`src/rtl/mm_arb_pkg.sv`:
```
// Shared encodings and helpers for the two-master round-robin MM bus arbiter.
package mm_arb_pkg;

    localparam int unsigned CNT_W = 4;

    typedef logic [1:0] state_t;

    localparam state_t ST_IDLE   = 2'd0;
    localparam state_t ST_ACCESS = 2'd1;
    localparam state_t ST_DONE   = 2'd2;

    localparam logic OWNER_M0 = 1'b0;
    localparam logic OWNER_M1 = 1'b1;

    // Counter load for an access of 'cycles' bus cycles; out-of-range values clamp to 1..16.
    function automatic logic [CNT_W-1:0] access_cnt_load(input int cycles);
        if (cycles <= 1) begin
            return '0;
        end else if (cycles >= 16) begin
            return '1;
        end else begin
            return CNT_W'(cycles - 1);
        end
    endfunction

endpackage

```
`src/rtl/mm_arbiter_rr_if.sv`:
```
// Requester handshakes plus slave bus of the MM arbiter; 'slave' is the arbiter's view.
interface mm_arbiter_rr_if #(
    parameter int unsigned ADDR_W = 8,
    parameter int unsigned DATA_W = 16
);
    logic              m0_req_i;
    logic [ADDR_W-1:0] m0_addr_i;
    logic [DATA_W-1:0] m0_wdata_i;
    logic              m0_we_i;
    logic [DATA_W-1:0] m0_rdata_o;
    logic              m0_ack_o;

    logic              m1_req_i;
    logic [ADDR_W-1:0] m1_addr_i;
    logic [DATA_W-1:0] m1_wdata_i;
    logic              m1_we_i;
    logic [DATA_W-1:0] m1_rdata_o;
    logic              m1_ack_o;

    logic [ADDR_W-1:0] mm_m_addr_o;
    logic [DATA_W-1:0] mm_m_wdata_o;
    logic              mm_m_we_o;
    logic [DATA_W-1:0] mm_m_rdata_i;

    logic              arb_busy_o;
    logic              arb_owner_o;

    modport slave (
        input  m0_req_i, m0_addr_i, m0_wdata_i, m0_we_i,
        input  m1_req_i, m1_addr_i, m1_wdata_i, m1_we_i,
        input  mm_m_rdata_i,
        output m0_rdata_o, m0_ack_o, m1_rdata_o, m1_ack_o,
        output mm_m_addr_o, mm_m_wdata_o, mm_m_we_o,
        output arb_busy_o, arb_owner_o
    );

    modport master (
        output m0_req_i, m0_addr_i, m0_wdata_i, m0_we_i,
        output m1_req_i, m1_addr_i, m1_wdata_i, m1_we_i,
        output mm_m_rdata_i,
        input  m0_rdata_o, m0_ack_o, m1_rdata_o, m1_ack_o,
        input  mm_m_addr_o, mm_m_wdata_o, mm_m_we_o,
        input  arb_busy_o, arb_owner_o
    );

endinterface

```
`src/rtl/mm_arb_rr_pick.sv`:
```
// Combinational 2-way round-robin pick: a lone requester wins, a tie goes to the non-last owner.
module mm_arb_rr_pick
    import mm_arb_pkg::*;
(
    input  logic [1:0] i_req,
    input  logic       i_last_owner,
    output logic       o_gnt_valid_c,
    output logic       o_gnt_idx_c
);

    always_comb begin
        o_gnt_valid_c = |i_req;
        o_gnt_idx_c   = OWNER_M0;
        if (i_req == 2'b11) begin
            o_gnt_idx_c = ~i_last_owner;
        end else if (i_req[1]) begin
            o_gnt_idx_c = OWNER_M1;
        end
    end

endmodule

```
`src/rtl/mm_arbiter_rr.sv`:
```
// Two-master round-robin arbiter for the single-cycle MM slave bus.
// Each grant latches the owner's request and runs a fixed-length access, then acks once.
module mm_arbiter_rr
    import mm_arb_pkg::*;
#(
    parameter int unsigned MM_ADDR_WIDTH = 8,
    parameter int unsigned MM_DATA_WIDTH = 16,
    parameter int          ACCESS_CYCLES = 1
) (
    input  logic           clk_sys_i,
    input  logic           rst_n_i,
    mm_arbiter_rr_if.slave mm_if
);

    localparam logic [CNT_W-1:0] CNT_LOAD = access_cnt_load(ACCESS_CYCLES);

    state_t                   r_state,      w_state_nxt;
    logic [CNT_W-1:0]         r_cnt,        w_cnt_nxt;
    logic                     r_owner,      w_owner_nxt;
    logic                     r_last_owner, w_last_owner_nxt;
    logic [MM_ADDR_WIDTH-1:0] r_addr,       w_addr_nxt;
    logic [MM_DATA_WIDTH-1:0] r_wdata,      w_wdata_nxt;
    logic                     r_we,         w_we_nxt;
    logic                     r_strobe,     w_strobe_nxt;
    logic                     r_busy,       w_busy_nxt;
    logic [MM_DATA_WIDTH-1:0] r_m0_rdata,   w_m0_rdata_nxt;
    logic [MM_DATA_WIDTH-1:0] r_m1_rdata,   w_m1_rdata_nxt;
    logic                     r_m0_ack,     w_m0_ack_nxt;
    logic                     r_m1_ack,     w_m1_ack_nxt;

    logic                     w_gnt_valid;
    logic                     w_gnt_idx;
    logic [MM_ADDR_WIDTH-1:0] w_sel_addr;
    logic [MM_DATA_WIDTH-1:0] w_sel_wdata;
    logic                     w_sel_we;

    mm_arb_rr_pick u_pick (
        .i_req         ({mm_if.m1_req_i, mm_if.m0_req_i}),
        .i_last_owner  (r_last_owner),
        .o_gnt_valid_c (w_gnt_valid),
        .o_gnt_idx_c   (w_gnt_idx)
    );

    // Next-state and registered-output logic; the write strobe is pre-computed one cycle ahead.
    always_comb begin
        w_state_nxt      = r_state;
        w_cnt_nxt        = r_cnt;
        w_owner_nxt      = r_owner;
        w_last_owner_nxt = r_last_owner;
        w_addr_nxt       = r_addr;
        w_wdata_nxt      = r_wdata;
        w_we_nxt         = r_we;
        w_strobe_nxt     = 1'b0;
        w_m0_rdata_nxt   = r_m0_rdata;
        w_m1_rdata_nxt   = r_m1_rdata;
        w_m0_ack_nxt     = 1'b0;
        w_m1_ack_nxt     = 1'b0;

        w_sel_addr  = mm_if.m0_addr_i;
        w_sel_wdata = mm_if.m0_wdata_i;
        w_sel_we    = mm_if.m0_we_i;
        if (w_gnt_idx == OWNER_M1) begin
            w_sel_addr  = mm_if.m1_addr_i;
            w_sel_wdata = mm_if.m1_wdata_i;
            w_sel_we    = mm_if.m1_we_i;
        end

        case (r_state)
            ST_IDLE: begin
                if (w_gnt_valid) begin
                    w_state_nxt      = ST_ACCESS;
                    w_owner_nxt      = w_gnt_idx;
                    w_last_owner_nxt = w_gnt_idx;
                    w_addr_nxt       = w_sel_addr;
                    w_wdata_nxt      = w_sel_wdata;
                    w_we_nxt         = w_sel_we;
                    w_cnt_nxt        = CNT_LOAD;
                    w_strobe_nxt     = (CNT_LOAD == '0) && w_sel_we;
                end
            end
            ST_ACCESS: begin
                if (r_cnt == '0) begin
                    w_state_nxt = ST_DONE;
                    if (r_owner == OWNER_M1) begin
                        w_m1_rdata_nxt = mm_if.mm_m_rdata_i;
                        w_m1_ack_nxt   = 1'b1;
                    end else begin
                        w_m0_rdata_nxt = mm_if.mm_m_rdata_i;
                        w_m0_ack_nxt   = 1'b1;
                    end
                end else begin
                    w_cnt_nxt    = r_cnt - CNT_W'(1);
                    w_strobe_nxt = (r_cnt == CNT_W'(1)) && r_we;
                end
            end
            ST_DONE: begin
                w_state_nxt = ST_IDLE;
            end
            default: begin
                w_state_nxt = ST_IDLE;
            end
        endcase

        w_busy_nxt = (w_state_nxt != ST_IDLE);
    end

    always_ff @(posedge clk_sys_i) begin
        if (!rst_n_i) begin
            r_state      <= ST_IDLE;
            r_cnt        <= '0;
            r_owner      <= OWNER_M0;
            r_last_owner <= OWNER_M1;
            r_addr       <= '0;
            r_wdata      <= '0;
            r_we         <= 1'b0;
            r_strobe     <= 1'b0;
            r_busy       <= 1'b0;
            r_m0_rdata   <= '0;
            r_m1_rdata   <= '0;
            r_m0_ack     <= 1'b0;
            r_m1_ack     <= 1'b0;
        end else begin
            r_state      <= w_state_nxt;
            r_cnt        <= w_cnt_nxt;
            r_owner      <= w_owner_nxt;
            r_last_owner <= w_last_owner_nxt;
            r_addr       <= w_addr_nxt;
            r_wdata      <= w_wdata_nxt;
            r_we         <= w_we_nxt;
            r_strobe     <= w_strobe_nxt;
            r_busy       <= w_busy_nxt;
            r_m0_rdata   <= w_m0_rdata_nxt;
            r_m1_rdata   <= w_m1_rdata_nxt;
            r_m0_ack     <= w_m0_ack_nxt;
            r_m1_ack     <= w_m1_ack_nxt;
        end
    end

    assign mm_if.mm_m_addr_o  = r_addr;
    assign mm_if.mm_m_wdata_o = r_wdata;
    assign mm_if.mm_m_we_o    = r_strobe;
    assign mm_if.m0_rdata_o   = r_m0_rdata;
    assign mm_if.m1_rdata_o   = r_m1_rdata;
    assign mm_if.m0_ack_o     = r_m0_ack;
    assign mm_if.m1_ack_o     = r_m1_ack;
    assign mm_if.arb_busy_o   = r_busy;
    assign mm_if.arb_owner_o  = r_owner;

endmodule
```
`src/flat_wrapper.sv`:
```
// flat-port wrapper written by rule: the top's interface ports become plain ports
module mm_arbiter_rr_flat import mm_arb_pkg::*;
#(
    parameter int unsigned MM_ADDR_WIDTH = 8,
    parameter int unsigned MM_DATA_WIDTH = 16,
    parameter int          ACCESS_CYCLES = 1
)
  (clk_sys_i, rst_n_i, mm_if_m0_req_i, mm_if_m0_addr_i, mm_if_m0_wdata_i, mm_if_m0_we_i, mm_if_m1_req_i, mm_if_m1_addr_i, mm_if_m1_wdata_i, mm_if_m1_we_i, mm_if_mm_m_rdata_i, mm_if_m0_rdata_o, mm_if_m0_ack_o, mm_if_m1_rdata_o, mm_if_m1_ack_o, mm_if_mm_m_addr_o, mm_if_mm_m_wdata_o, mm_if_mm_m_we_o, mm_if_arb_busy_o, mm_if_arb_owner_o);
  mm_arbiter_rr_if mm_if_i ();
  input  logic clk_sys_i;
  input  logic rst_n_i;
  input wire logic [$bits(mm_if_i.m0_req_i)-1:0] mm_if_m0_req_i;
  input wire logic [$bits(mm_if_i.m0_addr_i)-1:0] mm_if_m0_addr_i;
  input wire logic [$bits(mm_if_i.m0_wdata_i)-1:0] mm_if_m0_wdata_i;
  input wire logic [$bits(mm_if_i.m0_we_i)-1:0] mm_if_m0_we_i;
  input wire logic [$bits(mm_if_i.m1_req_i)-1:0] mm_if_m1_req_i;
  input wire logic [$bits(mm_if_i.m1_addr_i)-1:0] mm_if_m1_addr_i;
  input wire logic [$bits(mm_if_i.m1_wdata_i)-1:0] mm_if_m1_wdata_i;
  input wire logic [$bits(mm_if_i.m1_we_i)-1:0] mm_if_m1_we_i;
  input wire logic [$bits(mm_if_i.mm_m_rdata_i)-1:0] mm_if_mm_m_rdata_i;
  output wire logic [$bits(mm_if_i.m0_rdata_o)-1:0] mm_if_m0_rdata_o;
  output wire logic [$bits(mm_if_i.m0_ack_o)-1:0] mm_if_m0_ack_o;
  output wire logic [$bits(mm_if_i.m1_rdata_o)-1:0] mm_if_m1_rdata_o;
  output wire logic [$bits(mm_if_i.m1_ack_o)-1:0] mm_if_m1_ack_o;
  output wire logic [$bits(mm_if_i.mm_m_addr_o)-1:0] mm_if_mm_m_addr_o;
  output wire logic [$bits(mm_if_i.mm_m_wdata_o)-1:0] mm_if_mm_m_wdata_o;
  output wire logic [$bits(mm_if_i.mm_m_we_o)-1:0] mm_if_mm_m_we_o;
  output wire logic [$bits(mm_if_i.arb_busy_o)-1:0] mm_if_arb_busy_o;
  output wire logic [$bits(mm_if_i.arb_owner_o)-1:0] mm_if_arb_owner_o;
  assign mm_if_i.m0_req_i = mm_if_m0_req_i;
  assign mm_if_i.m0_addr_i = mm_if_m0_addr_i;
  assign mm_if_i.m0_wdata_i = mm_if_m0_wdata_i;
  assign mm_if_i.m0_we_i = mm_if_m0_we_i;
  assign mm_if_i.m1_req_i = mm_if_m1_req_i;
  assign mm_if_i.m1_addr_i = mm_if_m1_addr_i;
  assign mm_if_i.m1_wdata_i = mm_if_m1_wdata_i;
  assign mm_if_i.m1_we_i = mm_if_m1_we_i;
  assign mm_if_i.mm_m_rdata_i = mm_if_mm_m_rdata_i;
  assign mm_if_m0_rdata_o = mm_if_i.m0_rdata_o;
  assign mm_if_m0_ack_o = mm_if_i.m0_ack_o;
  assign mm_if_m1_rdata_o = mm_if_i.m1_rdata_o;
  assign mm_if_m1_ack_o = mm_if_i.m1_ack_o;
  assign mm_if_mm_m_addr_o = mm_if_i.mm_m_addr_o;
  assign mm_if_mm_m_wdata_o = mm_if_i.mm_m_wdata_o;
  assign mm_if_mm_m_we_o = mm_if_i.mm_m_we_o;
  assign mm_if_arb_busy_o = mm_if_i.arb_busy_o;
  assign mm_if_arb_owner_o = mm_if_i.arb_owner_o;
  mm_arbiter_rr #(.MM_ADDR_WIDTH(MM_ADDR_WIDTH), .MM_DATA_WIDTH(MM_DATA_WIDTH), .ACCESS_CYCLES(ACCESS_CYCLES)) u_core (.clk_sys_i(clk_sys_i), .rst_n_i(rst_n_i), .mm_if(mm_if_i));
endmodule
```
`config.mk`:
```
export PLATFORM = sky130hd
export DESIGN_NAME = mm_arbiter_rr_flat
export DESIGN_NICKNAME = d
export VERILOG_FILES = /design/src/rtl/mm_arb_pkg.sv /design/src/rtl/mm_arbiter_rr_if.sv /design/src/rtl/mm_arb_rr_pick.sv /design/src/rtl/mm_arbiter_rr.sv /design/src/flat_wrapper.sv
export SDC_FILE = /design/constraint.sdc
export NUM_CORES = 1
export LEC_CHECK = 0
export CORE_ASPECT_RATIO = 1.1
export CORE_MARGIN = 2
export CORE_UTILIZATION = 42
export DETAILED_ROUTE_END_ITERATION = 12
export GPL_ROUTABILITY_DRIVEN = 1
export GPL_TIMING_DRIVEN = 0
export PLACE_DENSITY = 0.85
export REMOVE_ABC_BUFFERS = 1
export SLEW_MARGIN = 20
export SYNTH_ARGS = -nofsm -noshare
export SYNTH_HDL_FRONTEND = slang
export SYNTH_SLANG_ARGS = --single-unit
```
`constraint.sdc`:
```
create_clock -name clk_sys_i -period 1.8 [get_ports clk_sys_i]
set_input_delay 0.54 -clock clk_sys_i [delete_from_list [all_inputs] [get_ports clk_sys_i]]
set_output_delay 0.54 -clock clk_sys_i [all_outputs]
set_load 0.05 [all_outputs]
```
==> out/summary.txt <==
status: finished clean
Core ar.: 6930 µm²
cells along the critical path: dlygate4sd2_1
WP data arrival: 1.22 ns
first-pass GRT wire length: 12,000 µm
H-tree depth: 3
post-layout min period: 1.76 ns
Syn Std Cell Area: 2970 µm²
sequential share of the synthesized area: 46.6%
Final nets: 500
1st-iter DRT viols: 67
initial core utilization: 42.8%
Synth warnings: 0
Worst slew margin: 65.1%
crit-path max FO: 2
worst slew pin tran: 0.525 ns
critical path type: reg2out
total power: 6.15 mW
Synth Area in Compound Gates: 15.1%
Post-Syn Area per Cell: 10.2 µm²
Bufs on Longest Clock Path: 2
fin crit share: 97.7%
worst path bufs/invs: 1
CTS tree: yes
Worst Hold Class: reg2reg
wirelength, routed: 7370 µm
layout cells sized above 1: 22.7%
largest area contributor in the netlist: dfxtp_1
CP top delay family: buffers and inverters
GRT Overall Usage: 19.2%
First-pass DRT Iterations: 4
row cnt: 32
Peak Freq: 568 MHz
Leakage: 1.94 nW
ant diodes: 0
Setup violations, final: 0
Routed WL per cell: 14.3 µm
Top FF cell, synth: dfxtp_1
Area Overhead vs Synth: 53.7%
crit path max-delay cell type: dlygate4sd2_1
Hold Fails Final Rpt: 0
fill count: 565
area occupied by multi-input gates: 1490 µm²
clock skew: 0.00807 ns
via count: 2,589
largest family of logic cells by synthesized area: simple AND/OR/NAND/NOR gates
I/O pins: 131
top-area cell type share of the netlist area: 46.6%
dpl hpwl: 5070 µm
full die area: 7750 µm²
Pwr per Cell Area: 1350 nW/µm²
largest net degree at the start of global routing: 37
number of flops mapped to enable cells by yosys: 0
adder-cell share of the synthesized area: 1.27%
Yosys reg bits: 69
number of global-route vias before repair: 2,518
Slew Limit Fails: 0
post-synthesis cell type count: 34
Hold Slack: 0.445 ns
Clock Latency Late Sink: 0.33 ns
I/O Buffers: 130
max_cap viols: 0
fraction of synthesized area in multiplexers: 9.11%
die width: 84.1 µm
Crit path largest cell delay: 0.54 ns
grt ovf: 0
CTS Sinks: 69
Max rail drop VDD: 824 µV
Post-Synth XOR/XNOR Area: 0%
Core Util, Final: 65.8%
gpl congestion: 0.762
FF/Latch Area: 1380 µm²
Final ANT Viol Nets: 0
CTS root buf: clkbuf_8
largest cells by area after synthesis: dfxtp_1, mux2i_1, nand3_2
antenna violations before repair: 0
most frequent cells in the layout: clkdlybuf4s50_1, dfxtp_1, nand2_1
Reg clk slew, reported paths: 0.07 ns
CTS hold repair buffers: 0
TritonCTS Buffers: 9
drc violations: 0
Post-synth ARST share: 0%
Synth Instances: 291
CP Capture Type: primary output
Startpoint Class: flip-flop
Simple-Gate Fraction of Synth Area: 22.5%
Critical Path RT: 1.26 ns
vias per inst: 5.02
die height: 92.1 µm
-- stage by stage --
stage	setup TNS, ns	instance area, µm²	cells	setup WS, ns
2_1_floorplan	-6.86	2820	271	-0.324
3_3_place_gp	-126.74	4230	486	-2.52
3_5_place_dp	-23.08	4280	488	-0.665
4_1_cts	-0.140	4480	510	-0.0692
5_1_grt	-0.0535	4560	516	-0.0239
6_report	0	4560	516	0.0408
-- Yosys cell counts (2+ instances only) --
library cell	n
dfxtp_1	69
nand2_1	49
o21ai_2	29
mux2i_1	27
nand3_2	26
o21ai_1	23
nand3_1	8
buf_2	7
buf_6	6
buf_4	5
nor2_1	5
o21ai_0	5
inv_1	4
ha_1	3
a21oi_1	2
clkbuf_1	2
nand4_1	2
nor3_1	2
o32ai_1	2
-- final timing paths --
kind,slack [ns],cells past startpoint,end,from
hold / removal,0.44,2,u_core.mm_if.mm_m_wdata_o[13]$_SDFFE_PN0P_,u_core.mm_if.mm_m_wdata_o[13]$_SDFFE_PN0P_
setup / recovery,0.04,1,mm_if_m1_rdata_o[0],u_core.mm_if.m1_rdata_o[0]$_SDFFE_PN0P_
hold reg to reg,0.44,2,u_core.mm_if.mm_m_wdata_o[13]$_SDFFE_PN0P_,u_core.mm_if.mm_m_wdata_o[13]$_SDFFE_PN0P_
setup reg to reg,0.13,6,u_core.mm_if.m0_rdata_o[2]$_SDFFE_PN0P_,u_core.r_cnt[0]$_SDFFE_PN0P_
-- routing by layer --
metal  global-route usage [%]  vias up  part of all wire (%)
li1                         -     1289                     -
met2                     31.7      120                    47
met5                        0        -                     0
met1                     23.1     1171                    42
met3                     6.21        9                   9.5
met4                     7.66        0                   1.5
-- cell type report --
| class | count | share of cell area [%] |
|---|---|---|
| multi-input cells | 200 | 32.7 |
| repair buffers | 143 | 30.9 |
| inverters | 4 | 0.329 |
| well taps | 85 | 2.33 |
| clock inverters | 2 | 0.219 |
| clock buffers | 13 | 3.26 |
| flip-flops and latches | 69 | 30.3 |
-- flip-flops by register name, summed over array words and instances (netlist names) --
name and count:
u_core.r_we 1, u_core.mm_if.mm_m_addr_o 8, u_core.mm_if.m1_rdata_o 16, u_core.mm_if.arb_owner_o 1
u_core.mm_if.m0_ack_o 1, u_core.mm_if.mm_m_we_o 1, u_core.mm_if.m1_ack_o 1, u_core.r_last_owner 1
u_core.mm_if.mm_m_wdata_o 16, u_core.mm_if.arb_busy_o 1, u_core.r_cnt 4, u_core.mm_if.m0_rdata_o 16
u_core.r_state 2
-- where the power goes --
part / internal [mW] / switching, mW
clock network: 0.528 / 0.530
registers: 1.87 / 0.238
logic: 1.00 / 1.98
-- kinds of logic (layout without fill, tap and decap cells) --
kind of cell,after synthesis,count (layout)
mux,27,27
simple gates,104,106
compound gates,64,64
fa+ha+maj,3,3
flops,69,69
buf+inv,24,162
-- repair_timing --
item / in CTS / in global routing
gates cloned: 2 / 0
setup endpoints to repair: 122 / 73
gates resized for setup: 70 / 18
pin swaps: 1 / 0
buffers inserted: 5 / 6
(Power assumes the default switching activity.)
